**src/rtl/pipe_ctrl_pkg.sv**
```systemverilog
// -----------------------------------------------------------------------------
// pipe_ctrl_pkg
// Shared definitions for the pipeline hazard controller:
//   - ctrl_state_e : controller state encoding (visible on pipe_ctrl.ctrl_state)
//   - ZERO_REG     : architectural zero register address (x0)
//   - pipe_ctl_t   : hold/flush bit ordering, MSB to LSB:
//                    hold_pc, hold_if_id, hold_id_ex, flush_if_id, flush_id_ex
//   - CTL_*        : the fixed hold/flush patterns the controller drives
// -----------------------------------------------------------------------------
package pipe_ctrl_pkg;

  typedef enum logic [1:0] {
    ST_RUN      = 2'd0,
    ST_LD_STALL = 2'd1,
    ST_DIV_WAIT = 2'd2,
    ST_FLUSH    = 2'd3
  } ctrl_state_e;

  localparam logic [4:0] ZERO_REG = 5'd0;

  typedef struct packed {
    logic hold_pc;
    logic hold_if_id;
    logic hold_id_ex;
    logic flush_if_id;
    logic flush_id_ex;
  } pipe_ctl_t;

  localparam pipe_ctl_t CTL_NONE     = '{default: 1'b0};
  // Taken jump: squash both younger instructions.
  localparam pipe_ctl_t CTL_JUMP     = '{flush_if_id: 1'b1, flush_id_ex: 1'b1, default: 1'b0};
  // Second cycle after a jump: the fetch already in flight is still wrong-path.
  localparam pipe_ctl_t CTL_FLUSH_IF = '{flush_if_id: 1'b1, default: 1'b0};
  // Load-use: freeze front end, inject a bubble into execute.
  localparam pipe_ctl_t CTL_LOAD_USE = '{hold_pc: 1'b1, hold_if_id: 1'b1, flush_id_ex: 1'b1, default: 1'b0};
  // Remaining load-latency cycles: the bubble is already in place, just keep holding.
  localparam pipe_ctl_t CTL_LD_STALL = '{hold_pc: 1'b1, hold_if_id: 1'b1, default: 1'b0};
  // Divide in flight: freeze everything up to and including execute.
  localparam pipe_ctl_t CTL_HOLD_ALL = '{hold_pc: 1'b1, hold_if_id: 1'b1, hold_id_ex: 1'b1, default: 1'b0};

endpackage

```
**src/rtl/pipe_ctrl_load_use_detect.sv**
```systemverilog
// -----------------------------------------------------------------------------
// load_use_detect
// Purely combinational load-use hazard detector. Flags when the instruction in
// execute is a load writing a non-zero register that the instruction in decode
// reads on either source port.
// Ports:
//   rs1_addr, rs2_addr : decode-stage source register addresses
//   rd_addr, rd_we     : execute-stage destination address and write enable
//   is_load            : execute-stage instruction is a load
//   load_use           : hazard detected
// -----------------------------------------------------------------------------
module load_use_detect
  import pipe_ctrl_pkg::*;
(
  input  logic [4:0] rs1_addr,
  input  logic [4:0] rs2_addr,
  input  logic [4:0] rd_addr,
  input  logic       rd_we,
  input  logic       is_load,
  output logic       load_use
);

  // x0 is never really written, so a load targeting it cannot create a hazard.
  assign load_use = is_load && rd_we && (rd_addr != ZERO_REG) &&
                    ((rd_addr == rs1_addr) || (rd_addr == rs2_addr));

endmodule

```
**src/rtl/pipe_ctrl.sv**
```systemverilog
// -----------------------------------------------------------------------------
// pipe_ctrl
// Pipeline hazard controller: load-use stalls, jump redirect/flush and
// multi-cycle divide stalls with a timeout.
//
// Build option: define PIPE_CTRL_DIV_EN to enable divide handling. Without it
// ex_div_start/div_done are ignored, DIV_WAIT is unreachable, hold_id_ex and
// div_err stay 0.
//
// Parameters:
//   LOAD_LATENCY : cycles a load-use consumer is held (1-4)
//   DIV_TIMEOUT  : max cycles spent in DIV_WAIT before div_err is raised
// Ports:
//   clk, rst_n                         : clock (rising edge), async active-low reset
//   id_rs1_addr, id_rs2_addr           : decode-stage sources
//   ex_rd_addr, ex_rd_we, ex_is_load   : execute-stage destination
//   ex_jump_req, ex_jump_addr          : taken branch/jump from execute
//   ex_div_start, div_done             : divide handshake
//   hold_pc, hold_if_id, hold_id_ex    : stage holds
//   flush_if_id, flush_id_ex           : stage flushes
//   jump_flag, jump_addr               : PC redirect (addr is 0 when no jump)
//   ctrl_state                         : current controller state
//   div_err                            : sticky divide timeout
//   stall_cnt                          : saturating count of hold_pc cycles
// -----------------------------------------------------------------------------
module pipe_ctrl
  import pipe_ctrl_pkg::*;
#(
  parameter int LOAD_LATENCY = 1,
  parameter int DIV_TIMEOUT  = 40
) (
  input  logic        clk,
  input  logic        rst_n,
  input  logic [4:0]  id_rs1_addr,
  input  logic [4:0]  id_rs2_addr,
  input  logic [4:0]  ex_rd_addr,
  input  logic        ex_rd_we,
  input  logic        ex_is_load,
  input  logic        ex_jump_req,
  input  logic [31:0] ex_jump_addr,
  input  logic        ex_div_start,
  input  logic        div_done,
  output logic        hold_pc,
  output logic        hold_if_id,
  output logic        hold_id_ex,
  output logic        flush_if_id,
  output logic        flush_id_ex,
  output logic        jump_flag,
  output logic [31:0] jump_addr,
  output logic [1:0]  ctrl_state,
  output logic        div_err,
  output logic [15:0] stall_cnt
);

`ifdef PIPE_CTRL_DIV_EN
  localparam bit DIV_EN = 1'b1;
`else
  localparam bit DIV_EN = 1'b0;
`endif

  localparam int DIV_W = $clog2(DIV_TIMEOUT + 1);

  ctrl_state_e      state, state_nxt;
  logic [1:0]       ld_cnt, ld_cnt_nxt;
  logic [DIV_W-1:0] div_cnt, div_cnt_nxt;
  logic             div_err_set;
  logic             load_use;
  logic             div_go;
  pipe_ctl_t        ctl;

  load_use_detect u_load_use_detect (
    .rs1_addr (id_rs1_addr),
    .rs2_addr (id_rs2_addr),
    .rd_addr  (ex_rd_addr),
    .rd_we    (ex_rd_we),
    .is_load  (ex_is_load),
    .load_use (load_use)
  );

  // A constant-zero DIV_EN folds away the whole divide path.
  assign div_go = DIV_EN && ex_div_start;

  // NOTE: every signal written here gets a default first, so no path leaves
  // one unassigned and no latch is inferred.
  always_comb begin
    state_nxt   = state;
    ld_cnt_nxt  = ld_cnt;
    div_cnt_nxt = div_cnt;
    div_err_set = 1'b0;
    ctl         = CTL_NONE;
    jump_flag   = 1'b0;
    jump_addr   = '0;
    // NOTE: outputs are combinational from the inputs, so they are also gated
    // by rst_n to read as 0 during reset regardless of clk.
    if (rst_n) begin
      case (state)
        ST_RUN, ST_FLUSH: begin
          if (state == ST_FLUSH) ctl = CTL_FLUSH_IF;
          state_nxt = ST_RUN;
          // Jump wins over everything; in FLUSH only a jump is acted upon
          // because execute holds a squashed instruction.
          if (ex_jump_req) begin
            ctl       = CTL_JUMP;
            jump_flag = 1'b1;
            jump_addr = ex_jump_addr;
            state_nxt = ST_FLUSH;
          end else if (state == ST_RUN && div_go) begin
            ctl         = CTL_HOLD_ALL;
            div_cnt_nxt = '0;
            if (!div_done) state_nxt = ST_DIV_WAIT;
          end else if (state == ST_RUN && load_use) begin
            ctl = CTL_LOAD_USE;
            if (LOAD_LATENCY > 1) begin
              state_nxt  = ST_LD_STALL;
              ld_cnt_nxt = 2'(LOAD_LATENCY - 1);
            end
          end
        end
        ST_LD_STALL: begin
          // ld_cnt holds the stall cycles still owed, including this one.
          ctl        = CTL_LD_STALL;
          ld_cnt_nxt = ld_cnt - 2'd1;
          if (ld_cnt == 2'd1) state_nxt = ST_RUN;
        end
        ST_DIV_WAIT: begin
          // Jumps are ignored here: the divide ahead of them has not retired.
          ctl = CTL_HOLD_ALL;
          if (div_done) begin
            state_nxt = ST_RUN;
          end else if (div_cnt == DIV_W'(DIV_TIMEOUT - 1)) begin
            // Last allowed wait cycle without completion: give up and flag it.
            state_nxt   = ST_RUN;
            div_err_set = 1'b1;
          end else begin
            div_cnt_nxt = div_cnt + DIV_W'(1);
          end
        end
        default: state_nxt = ST_RUN;
      endcase
    end
  end

  // NOTE: sequential state uses non-blocking assignments so every flop samples
  // the pre-edge values regardless of statement order.
  always_ff @(posedge clk or negedge rst_n) begin
    if (!rst_n) begin
      state     <= ST_RUN;
      ld_cnt    <= '0;
      div_cnt   <= '0;
      div_err   <= 1'b0;
      stall_cnt <= '0;
    end else begin
      state   <= state_nxt;
      ld_cnt  <= ld_cnt_nxt;
      div_cnt <= div_cnt_nxt;
      if (div_err_set) div_err <= 1'b1;
      if (ctl.hold_pc && stall_cnt != 16'hFFFF) stall_cnt <= stall_cnt + 16'd1;
    end
  end

  assign hold_pc     = ctl.hold_pc;
  assign hold_if_id  = ctl.hold_if_id;
  assign hold_id_ex  = ctl.hold_id_ex;
  assign flush_if_id = ctl.flush_if_id;
  assign flush_id_ex = ctl.flush_id_ex;
  assign ctrl_state  = state;

endmodule

```
**config.mk**
```make
export PLATFORM = sky130hd
export DESIGN_NAME = pipe_ctrl
export DESIGN_NICKNAME = d
export VERILOG_FILES = /design/src/rtl/pipe_ctrl_pkg.sv /design/src/rtl/pipe_ctrl_load_use_detect.sv /design/src/rtl/pipe_ctrl.sv
export SDC_FILE = /design/constraint.sdc
export NUM_CORES = 1
export LEC_CHECK = 0
export CAP_MARGIN = 0
export CORE_ASPECT_RATIO = 1.1
export CORE_MARGIN = 2
export CORE_UTILIZATION = 29
export CTS_CLUSTER_DIAMETER = 200
export CTS_CLUSTER_SIZE = 28
export DETAILED_ROUTE_END_ITERATION = 10
export PLACE_DENSITY = 0.81
export REMOVE_ABC_BUFFERS = 1
export SYNTH_ARGS = -nofsm -noshare
export SYNTH_HDL_FRONTEND = slang
export SYNTH_SLANG_ARGS = --single-unit
```
**constraint.sdc**
```tcl
create_clock -name clk -period 1.9 [get_ports clk]
set_input_delay 0.38 -clock clk [delete_from_list [all_inputs] [get_ports clk]]
set_output_delay 0.38 -clock clk [all_outputs]
set_load 0.03 [all_outputs]
```
======== Yosys cells after proc, flatten, opt, wreduce, memory -nomap -nowiden ========
Cells that the tools add are included.
storage, ports and cells
  flip-flop bits (word level) ............. 27
  output and inout port bits .............. 57
  logic and storage cells ................. 52
cells by class
  add/subtract/negate cells ............... 3
  equality and inequality tests ........... 10
  multiplexer cells ....................... 20
  bitwise gates (word level) .............. 2
  reductions and logical operators ........ 12
operators with widths
  cell                                                 count
  two-way mux 32 bit                                   3
  adder 16 x 1 -> 16 bit, second input constant        1
  != test 16 bit, second input constant                1
  two-way mux 5 bit                                    3
  one-hot mux 5 bit (3 select lines)                   1
  equality test 5 bit                                  2
  two-way mux 2 bit                                    5
  two-way mux 1 bit                                    7
  adder 6 x 1 -> 6 bit, second input constant          1
  equality test 6 bit, second input constant           1
  one-hot mux 2 bit (3 select lines)                   1
  logical AND 1 bit                                    5
  nonzero test 5 bit                                   1
  equality test 2 x 1 -> 1 bit, second input constant  2
  equality test 2 bit, second input constant           2
  AND reduction 4 bit                                  1
  != test 3 bit, second input constant                 1
  AND reduction 3 bit                                  1
  logical NOT 2 bit                                    1
  != test 2 bit, second input constant                 1
  inverter 1 bit                                       2
  AND reduction 2 bit                                  1
  OR reduction 2 bit                                   1
  subtractor 2 x 1 -> 2 bit, second input constant     1
  logical OR 1 bit                                     1

======== Logic depth before layout (Yosys ltp) ========
Gate-level depths: netlist (run 1).
  depth after elaboration ................. 9
  depth in mapped cells ................... 7

======== Hierarchy ========
Synthesis (run 1) repeated with hierarchy kept, for this count alone.
unflattened totals
  cells, all modules ...................... 148
  area, all modules ....................... 1340.0 um^2
modules (own cells, without submodules)
  module           times used  cells each  area each (um^2)  seq. area each (um^2)
  pipe_ctrl        1           131         1207.4            425.4
  load_use_detect  1           17          132.6             0.0

======== Worst setup path before layout (run 1) ========
Ideal clock, no wire load.
  path kind ............................... register to output
  start point ............................. reg state[0] (netlist: ctrl_state[0])
  end point ............................... out hold_pc
  data arrival time ....................... 1.720 ns
  data required time ...................... 1.520 ns
  path slack .............................. -0.200 ns
  stages on the path, launching flop included .. 5
  path buffers ............................ 1
  cell sequence ........................... dfrtp_1 -> nand4b_1 -> or3_4 -> nor2_2 -> buf_4
on the way
  cells in the longest elaborated chain, start to end .. 6
  elaborated cells between the ends (all ways) .. 10
  those cells by class .................... eq/ne: 3; mux: 4; reduce/logical: 3
ends and longest elaborated chain
  what                                    RTL line                           text
  from (decl)                             pipe_ctrl.sv:63                    ctrl_state_e state, state_nxt;
  from (signal assigned)                  pipe_ctrl.sv:153                   state <= state_nxt;
  logical NOT 2 bit                       pipe_ctrl.sv:96, pipe_ctrl.sv:111
  logical AND 1 bit                       pipe_ctrl.sv:111                   end else if (state == ST_RUN && load_use) begin
  two-way mux 5 bit                       pipe_ctrl.sv:111
  two-way mux 5 bit                       pipe_ctrl.sv:102                   if (ex_jump_req) begin
  one-hot mux 5 bit (3 select lines) (*)  pipe_ctrl.sv:96                    case (state)
  two-way mux 5 bit (*)                   pipe_ctrl.sv:95                    if (rst_n) begin
  to (decl)                               pipe_ctrl.sv:43                    output logic hold_pc,
Every way passes the cells marked *; elsewhere a longest branch is shown, timed or not.

======== Final worst setup path (run 1) ========
  start point ............................. in ex_rd_addr[1]
  end point ............................... out flush_id_ex
on the way
  cells in the longest elaborated chain, start to end .. 8
  elaborated cells between the ends (all ways) .. 11
  those cells by class .................... eq/ne: 2; mux: 4; reduce/logical: 5
ends and longest elaborated chain
  what                                                       RTL line                                                          text
  from (decl)                                                pipe_ctrl.sv:36                                                   input logic [4:0] ex_rd_addr,
  equality test 5 bit or nonzero test 5 bit (tied branches)  pipe_ctrl_load_use_detect.sv:25, pipe_ctrl_load_use_detect.sv:24
  logical OR 1 bit or logical AND 1 bit (tied branches)      pipe_ctrl_load_use_detect.sv:25, pipe_ctrl_load_use_detect.sv:24
  logical AND 1 bit (*)                                      pipe_ctrl_load_use_detect.sv:24                                   assign load_use = is_load && rd_we && (rd_addr != ZERO_REG) &&
  logical AND 1 bit (*)                                      pipe_ctrl.sv:111
  two-way mux 5 bit (*)                                      pipe_ctrl.sv:111
  two-way mux 5 bit (*)                                      pipe_ctrl.sv:102
  one-hot mux 5 bit (3 select lines) (*)                     pipe_ctrl.sv:96
  two-way mux 5 bit (*)                                      pipe_ctrl.sv:95
  to (decl)                                                  pipe_ctrl.sv:47                                                   output logic flush_id_ex,
Marked as above.

==> flow_metrics.env, run 1 <==
export IMPL_status="finished, violations left"
export IMPL_violations="setup timing"
export IMPL_utilization=0.605
export IMPL_yosys_most_used_dff="dfrtp_1"
export IMPL_avgSynthCellArea_um2=8.73
export IMPL_rr_endpoint="stall_cnt[1]"
export IMPL_synthArstFlopShare=1.00
export IMPL_cts_hold_buffers=0
export IMPL_drt_iter0_markers=23
export IMPL_fin_crit_sh=1.00
export IMPL_vdd_ir_drop_max_uv=260
export IMPL_routed_via_count=1551
export IMPL_cap_violations=0
export IMPL_grt_pass1_wl_mm=6.98
export IMPL_crit_fanout=3
export IMPL_hold_path_class="in2async"
export IMPL_ys_seq_area_frac=0.323
export IMPL_final_cell_area_um2=2630
export IMPL_cts_htree_levels=1
export IMPL_grt_max_degree=54
export IMPL_cp_required_ns=1.52
export IMPL_area_growth_pct=99.8
export IMPL_setup_violations=1
export IMPL_fin_ws_ns=-0.000537
export IMPL_drv_slew=0
export IMPL_io_buffers=106
export IMPL_fmax_ghz=0.526
export IMPL_ys_warnings_count=0
export IMPL_gp_congestion=0.788
export IMPL_grt_remaining_overflow=0
export IMPL_synth_edf_count=0
export IMPL_antenna_found_initial=0
export IMPL_startpoint_type="input port"
export IMPL_end_kind="primary output"
export IMPL_wl_per_cell_um=13.7
export IMPL_track_usage=0.179
export IMPL_num_io_pins=111
export IMPL_diodes=0
export IMPL_clk_pin_slew_ns=0.07
export IMPL_finalWirelength_mm=4.58
export IMPL_cts_sinks=17
export IMPL_num_rows=25
export IMPL_final_common_cell="buf_4"
export IMPL_ys_ff_latch=17
export IMPL_fin_setup_tns_ns=-0.000537
export IMPL_fin_skew_ns=0.000477
export IMPL_syn_area_um2=1320
export IMPL_drive_above_1_share=0.379
export IMPL_rsz0062_at_grt="yes"
export IMPL_p_total_mw=1.07
export IMPL_ant_nets=0
export IMPL_power_per_cell_area_nw_per_um2=406
export IMPL_worstSetupPathType="in2out"
export IMPL_ctsLongestPathBuffers=2
export IMPL_place_area_um2=2450
export IMPL_cts_root_buf="clkbuf_8"
export IMPL_cts_buffers=3
export IMPL_clkLatencyLatePin_ns=0.25
export IMPL_hpwl_mm=3.36
export IMPL_routed_via_density=4.64
export IMPL_finalHoldViolCount=0
export IMPL_ys_types=35
export IMPL_initial_utilization=0.303
export IMPL_die_height_um=74.7
export IMPL_period_needed_ns=1.90
export IMPL_reg2regPathDepth=6
export IMPL_worstPathArrival_ns=1.52
export IMPL_drc=0
export IMPL_core_area_um2=4350
export IMPL_die_x_um=68.3
export IMPL_leakage_nw=1.28
export IMPL_die_area_um2=5100
export IMPL_ff2ff_setup_slack_ns=0.09
export IMPL_cts_tree="built"
export IMPL_reg2reg_from="stall_cnt[0]"
export IMPL_n_fill_cell=365
export IMPL_layout_cells_most_common_list="buf_4 (63), clkdlybuf4s50_1 (50), and3_1 (34), dfrtp_1 (17), xnor2_1 (12)"
export IMPL_fin_nets=336
export IMPL_grt_pass1_vias=1498
export IMPL_drt_first_pass_iters=4
export IMPL_synthCells=151
## metal layers
layer  track usage  vias up  wire length, um
met2         0.318       48             2380
li1              -      786                -
met3        0.0254        7              219
met5             0        -                0
met4        0.0600        0               70
met1         0.222      710             1920
## kinds of logic after synthesis
family / count (synthesis) / synth area share
simple gates: 85 / 0.399
mux: 2 / 0.0171
buf+inv: 15 / 0.0551
fa+ha+maj: 1 / 0.00950
flops: 17 / 0.323
compound gates: 7 / 0.0408
xor+xnor: 23 / 0.153
other cells: 1 / 0.00285
## where the power goes
group,total [mW],internal [mW],switching (mW)
Sequential,0.371,0.368,0.00315
Clock,0.276,0.149,0.127
Combinational,0.421,0.219,0.202
## critical path: stages
cell	delay, ns
buf_8	0.10
or4_4	0.54
nor2_4	0.13
nor4_2	0.06
o21a_1	0.18
buf_6	0.14
## cell type report
cell class / instances / area (um2) / share of cell area
clock buffer: 4 / 45.0 / 0.0171
inverter: 3 / 11.3 / 0.00428
multi-input combinational: 121 / 927 / 0.352
sequential: 17 / 425 / 0.162
tap: 54 / 67.6 / 0.0257
timing repair buffer: 135 / 1160 / 0.439
## stage by stage
step                      std cells  worst slack (ns)  hold slack, ns
after floorplan                 140            -0.395          0.0844
after global placement          320            -0.430           0.482
after detailed placement        320            -0.479           0.495
after CTS                       334           -0.0270           0.370
after global routing            334           -0.0841           0.415
final                           334         -0.000537           0.382
## how the worst max path moves through the flow
stage,from,cells after the start,slack (ns),end
floorplan,ctrl_state[0],5,-0.40,stall_cnt[13]
global placement,ex_rd_addr[0],6,-0.43,flush_id_ex
detailed placement,ex_rd_addr[4],7,-0.48,flush_id_ex
CTS,ctrl_state[0],4,-0.03,hold_if_id
global route,ctrl_state[0],4,-0.08,hold_pc
finish,ex_rd_addr[1],6,-0.0005,flush_id_ex
## state kept, by name, summed over array words and instances, names as in the netlist
| name | cells |
|---|---|
| ctrl_state | 1 |
| stall_cnt | 16 |
## cell usage after synthesis (4+ instances only)
cell,n,area (um2)
xor2_1,6,52.6
nor2_1,5,18.8
nand2_1,11,41.3
and3_1,34,213
buf_4,4,30.0
dfrtp_1,17,425
xnor2_1,17,149
clkbuf_1,7,26.3
nor3_1,4,20.0
nand3_1,11,55.1
## timing repair
item                       4_1_cts  5_1_grt
cloned                           0        1
buffers inserted                10        1
resized for setup               58       23
setup endpoints to repair       49       16
hold endpoints to repair         0        0
pin swaps                       22       16
Power figures use the tool's default switching activity.
==> inputs of run 2 (changes only) <==
--- a/config.mk
+++ b/config.mk
@@ -8,11 +8,12 @@
 export CAP_MARGIN = 0
 export CORE_ASPECT_RATIO = 1.1
 export CORE_MARGIN = 2
-export CORE_UTILIZATION = 29
+export CORE_UTILIZATION = 32
 export CTS_CLUSTER_DIAMETER = 200
 export CTS_CLUSTER_SIZE = 28
 export DETAILED_ROUTE_END_ITERATION = 10
-export PLACE_DENSITY = 0.81
+export GPL_TIMING_DRIVEN = 1
+export PLACE_DENSITY = 0.84
 export REMOVE_ABC_BUFFERS = 1
 export SYNTH_ARGS = -nofsm -noshare
 export SYNTH_HDL_FRONTEND = slang
==> constraint.sdc (replaced) <==
create_clock -name clk -period 2 [get_ports clk]
set_input_delay 0.4 -clock clk [delete_from_list [all_inputs] [get_ports clk]]
set_output_delay 0.4 -clock clk [all_outputs]
set_load 0.03 [all_outputs]
==> run 2 against run 1 <==
Net effect: the flow still finishes with violations (setup timing); cell count down 2.4%; register-to-register slack about the same; final area down 3.3%; total power down 7.8%; first-iteration DRC count rose to 2.7 times the previous value; die area down 8.9%; worst setup slack worse by 0.030 ns; hold slack worse by 0.15 ns; via count down 0.84%; largest cell class unchanged; sequential share of layout area up 0.56 points; routed wire length down 2.0%; critical endpoint unchanged; combinational power down 9.5%; highest routed layer unchanged.
==> flow_metrics.env, run 2 (synthesis gave the netlist of run 1 again) <==
export IMPL_n_fill_cell=348
export IMPL_leakage_nw=1.24
export IMPL_gp_congestion=0.831
export IMPL_max_stage_delay_ns=0.55
export IMPL_regMostFlops="stall_cnt"
export IMPL_cts_htree_levels=1
export IMPL_cp_depth=6
export IMPL_reg2regPathDepth=7
export IMPL_ant_nets=0
export IMPL_grt_remaining_overflow=0
export IMPL_path_cells="buf_2 > or4_4 > nor2_4 > nor4_2 > o21a_1 > buf_6"
export IMPL_cts_tree="built"
export IMPL_drt_first_pass_iters=4
export IMPL_cts_buffers=3
export IMPL_rsz0062_at_grt="yes"
export IMPL_drt_iter0_markers=62
export IMPL_largest_reg_flops=16
export IMPL_end_kind="primary output"
export IMPL_critPathSlowestCell="or4_4"
export IMPL_fin_crit_sh=1.02
export IMPL_hpwl_mm=3.31
export IMPL_seqCellArea_um2=425
export IMPL_cp_required_ns=1.60
export IMPL_worstSetupPathType="in2out"
export IMPL_grt_max_degree=54
export IMPL_antenna_found_initial=0
export IMPL_clk_pin_slew_ns=0.06
export IMPL_die_area_um2=4650
export IMPL_startpoint_type="input port"
export IMPL_wl_per_cell_um=13.8
export IMPL_layout_cells_most_common_list="buf_4 (56), clkdlybuf4s50_1 (50), and3_1 (34), dfrtp_1 (17), xnor2_1 (16)"
export IMPL_cts_sinks=17
export IMPL_hold_path_class="in2async"
export IMPL_fmax_ghz=0.492
export IMPL_clkLatencyLatePin_ns=0.25
export IMPL_grt_pass1_wl_mm=6.73
export IMPL_power_per_cell_area_nw_per_um2=387
export IMPL_vdd_ir_drop_max_uv=247
export IMPL_io_buffers=106
export IMPL_drv_slew=0
export IMPL_crit_family="simple AND/OR/NAND/NOR gates"
export IMPL_die_x_um=65.2
export IMPL_drc=0
export IMPL_ctsLongestPathBuffers=2
export IMPL_cp_num_buf_inv=2
export IMPL_cap_violations=0
export IMPL_num_io_pins=111
export IMPL_track_usage=0.182
export IMPL_routed_via_count=1538
export IMPL_status="finished, violations left"
export IMPL_cts_hold_buffers=0
export IMPL_fin_skew_ns=0.00188
export IMPL_worstPathArrival_ns=1.63
export IMPL_setup_violations=1
export IMPL_cts_root_buf="clkbuf_8"
export IMPL_core_area_um2=3960
export IMPL_diodes=0
export IMPL_routed_via_density=4.72
export IMPL_drive_above_1_share=0.321
export IMPL_fin_nets=330
export IMPL_fin_ws_ns=-0.0306
export IMPL_finalWirelength_mm=4.49
export IMPL_multi_input_area_um2=861
export IMPL_period_needed_ns=2.03
export IMPL_initial_utilization=0.332
export IMPL_final_common_cell="buf_4"
export IMPL_final_cell_area_um2=2540
export IMPL_dp_worst_setup_slack_ns=-0.403
export IMPL_area_growth_pct=93.2
export IMPL_place_area_um2=2410
export IMPL_violations="setup timing"
export IMPL_finalHoldViolCount=0
export IMPL_die_height_um=71.3
export IMPL_grt_pass1_vias=1448
export IMPL_crit_fanout=3
export IMPL_fin_setup_tns_ns=-0.0306
export IMPL_num_rows=24
run 2: stage by stage:
stage	util	std cells	hold WS, ns	total power, mW
floorplan	-	140	0.104	0.506
global placement	0.608	314	0.484	0.725
detailed placement	0.608	314	0.488	0.730
CTS	0.631	325	0.255	0.983
global route	0.642	326	0.283	1.02
finish	0.642	326	0.232	0.985
run 2: timing repair:
action,4_1_cts,5_1_grt
resized for setup,41,8
pin swaps,19,9
endpoints found under the setup margin,6,14
setup buffers,7,1
run 2: metal layers:
layer | up-vias | routed length (um) | global-route usage
li1 | 773 | - | -
met1 | 704 | 1780 | 0.207
met2 | 57 | 2380 | 0.347
met3 | 4 | 285 | 0.0361
met4 | 0 | 41 | 0.0394
met5 | - | 0 | 0
run 2: layout make-up:
type                       count  share of cell area
timing repair buffer         130               0.447
multi-input combinational    120               0.338
tap                           52              0.0256
inverter                       3             0.00442
clock buffer                   4              0.0177
sequential                    17               0.167
run 2: worst paths after layout:
path                          startpoint             to  slack [ns]
setup / recovery           ex_rd_addr[3]    flush_id_ex       -0.03
hold / removal                     rst_n  stall_cnt[12]        0.23
setup reg to reg           ctrl_state[0]   stall_cnt[1]        0.10
hold reg to reg             stall_cnt[5]   stall_cnt[5]        0.49
max in group asynchronous          rst_n   stall_cnt[8]        1.44
min in group clk            stall_cnt[5]   stall_cnt[5]        0.49
run 2: where the power goes:
group	internal, mW	leakage (nW)	switching, mW
Combinational	0.199	0.991	0.182
Clock	0.141	0.0228	0.110
Sequential	0.350	0.224	0.00329
==> inputs of run 3 (changes only) <==
--- a/config.mk
+++ b/config.mk
@@ -5,15 +5,16 @@
 export SDC_FILE = /design/constraint.sdc
 export NUM_CORES = 1
 export LEC_CHECK = 0
+export ABC_AREA = 1
 export CAP_MARGIN = 0
 export CORE_ASPECT_RATIO = 1.1
 export CORE_MARGIN = 2
-export CORE_UTILIZATION = 32
+export CORE_UTILIZATION = 36
 export CTS_CLUSTER_DIAMETER = 200
 export CTS_CLUSTER_SIZE = 28
 export DETAILED_ROUTE_END_ITERATION = 10
 export GPL_TIMING_DRIVEN = 1
-export PLACE_DENSITY = 0.84
+export PLACE_DENSITY = 0.85
 export REMOVE_ABC_BUFFERS = 1
 export SYNTH_ARGS = -nofsm -noshare
 export SYNTH_HDL_FRONTEND = slang
==> run 3 against run 2 <==
Net effect: the flow now finishes without violations; sequential power about the same; die area increased by 11%; critical path depth increased by 5; routed wire length increased by 20%; worst setup slack improved by 0.12 ns; hold slack improved by 0.043 ns; global-route usage increased by 2.4 points; non-clock buffer count decreased by 11; combinational power increased by 3%; critical path type unchanged; highest routed layer unchanged.
==> flow_metrics.env, run 3 <==
export IMPL_fin_crit_sh=0.953
export IMPL_ant_nets=0
export IMPL_cts_hold_buffers=0
export IMPL_startpoint_type="input port"
export IMPL_worstSetupPathType="in2out"
export IMPL_grt_max_degree=24
export IMPL_setup_violations=0
export IMPL_synthTopCellsByArea="dfrtp_1 (26%), nand2_1 (17%), inv_1 (16%)"
export IMPL_drv_slew=0
export IMPL_io_buffers=106
export IMPL_syn_area_um2=1650
export IMPL_cts_buffers=3
export IMPL_ys_ff_latch=17
export IMPL_initial_utilization=0.380
export IMPL_vdd_ir_drop_max_uv=251
export IMPL_ys_types=28
export IMPL_die_area_um2=5150
export IMPL_ff2ff_setup_slack_ns=0.37
export IMPL_yosysMostFrequentCell="nand2_1"
export IMPL_crit_fanout=3
export IMPL_drive_above_1_share=0.192
export IMPL_dp_cells=444
export IMPL_layout_cells_most_common_list="nand2_1 (76), inv_1 (70), clkdlybuf4s50_1 (51), nor2_1 (45), buf_4 (40)"
export IMPL_clk_pin_slew_ns=0.07
export IMPL_grt_remaining_overflow=0
export IMPL_num_rows=25
export IMPL_synthCells=281
export IMPL_drc=0
export IMPL_synth_common_cells="nand2_1 (77), inv_1 (72), nor2_1 (46), dfrtp_1 (17)"
export IMPL_finalWirelength_mm=5.38
export IMPL_end_kind="primary output"
export IMPL_largest_reg_flops=16
export IMPL_synth_edf_count=0
export IMPL_drt_iter0_markers=64
export IMPL_avgSynthCellArea_um2=5.89
export IMPL_ctsLongestPathBuffers=2
export IMPL_hold_path_class="in2async"
export IMPL_status="completed"
export IMPL_gp_congestion=0.942
export IMPL_cts_tree="built"
export IMPL_grt_pass1_vias=1852
export IMPL_wl_per_cell_um=12.0
export IMPL_yosys_most_used_dff="dfrtp_1"
export IMPL_area_growth_pct=74.1
export IMPL_ys_seq_area_frac=0.257
export IMPL_period_needed_ns=1.91
export IMPL_synthArstFlopShare=1.00
export IMPL_grt_pass1_wl_mm=8.02
export IMPL_worstPathArrival_ns=1.51
export IMPL_drt_first_pass_iters=4
export IMPL_fmax_ghz=0.525
export IMPL_regMostFlops="stall_cnt"
export IMPL_routed_via_density=4.62
export IMPL_synth_top_area_share=0.257
export IMPL_num_io_pins=111
export IMPL_cts_root_buf="clkbuf_8"
export IMPL_utilization=0.662
export IMPL_finalHoldViolCount=0
export IMPL_die_height_um=75.1
export IMPL_ys_warnings_count=0
export IMPL_power_per_cell_area_nw_per_um2=352
export IMPL_fin_skew_ns=0.00610
export IMPL_whs_ns=0.275
export IMPL_fin_nets=452
export IMPL_clkLatencyLatePin_ns=0.26
export IMPL_cts_htree_levels=1
export IMPL_antenna_found_initial=0
export IMPL_hpwl_mm=4.40
export IMPL_leakage_nw=1.62
export IMPL_diodes=0
export IMPL_cp_required_ns=1.60
export IMPL_cts_sinks=17
export IMPL_cap_violations=0
export IMPL_final_common_cell="nand2_1"
export IMPL_synth_largest_area_cell="dfrtp_1"
export IMPL_die_x_um=68.6
export IMPL_core_area_um2=4350
export IMPL_finalNonFillerCells=450
export IMPL_routed_via_count=2080
export IMPL_track_usage=0.206
-- run 3: changes by cell type in the layout (fill, tap and decap cells not counted), moves of 11 or more --
cell	previous run	this run
xnor2_1	16	4
nor2_1	5	45
and3_1	34	0
inv_1	3	70
nand4_1	2	13
buf_4	56	40
nand2_1	11	76
-- run 3: final cells by class --
class	instances	area, um2
sequential	17	425
multi-input combinational	181	906
inverter	75	284
fill	377	1470
clock buffer	4	45.0
tap	54	67.6
timing repair buffer	119	1150
-- run 3: worst paths after layout --
| path | from | endpoint | cells after the start |
|---|---|---|---|
| setup / recovery | ex_rd_addr[1] | hold_pc | 11 |
| hold / removal | rst_n | stall_cnt[15] | 2 |
| setup reg to reg | stall_cnt[0] | stall_cnt[13] | 10 |
| hold reg to reg | stall_cnt[14] | stall_cnt[14] | 2 |
| max in group asynchronous | rst_n | stall_cnt[3] | 2 |
| min in group clk | stall_cnt[14] | stall_cnt[14] | 2 |
-- run 3: logic make-up after synthesis --
kind of cell	after synthesis	synth area share
adders and majority gates	1	0.00756
xor gates and xnor gates	5	0.0265
buffers and inverters	84	0.210
AOI/OAI and AO/OA	11	0.0401
DFF	17	0.257
other	1	0.00227
and+or+nand+nor	162	0.457
-- run 3: report_power, final --
| part | switching, mW | internal [mW] |
|---|---|---|
| combinational | 0.203 | 0.189 |
| clock | 0.123 | 0.142 |
| sequential | 0.00676 | 0.350 |
| total | 0.333 | 0.680 |
-- run 3: what timing repair did --
item                       4_1_cts  5_1_grt
pin swaps                        8        7
setup endpoints to repair       36        3
buffers inserted                 0        2
resized for setup               20       15
-- run 3: metrics by stage --
step | worst slack [ns] | setup TNS, ns | cell area [um2] | total power, mW
floorplan | -0.371 | -0.376 | 1590 | 0.526
global placement | -0.183 | -1.83 | 2800 | 0.749
detailed placement | -0.261 | -3.14 | 2800 | 0.755
CTS | 0.00824 | 0 | 2840 | 1.02
global route | -0.00493 | -0.00798 | 2880 | 1.07
finish | 0.0935 | 0 | 2880 | 1.01
-- run 3: routing by layer --
layer  vias to the layer above  share of wire  track usage
li1                       1057              -            -
met5                         -              0            0
met4                         0          0.014       0.0733
met1                       908           0.37        0.237
met3                         9           0.13       0.0508
met2                       106           0.48        0.365
-- run 3: critical path, cell delays in order --
cell and delay, ns:
clkdlybuf4s15_1 0.22, inv_2 0.06, nand2_1 0.06, nand2_1 0.06
nor2_2 0.12, nand3_1 0.09, nand2_2 0.11, buf_12 0.11
nand3_4 0.08, inv_4 0.07, buf_6 0.12
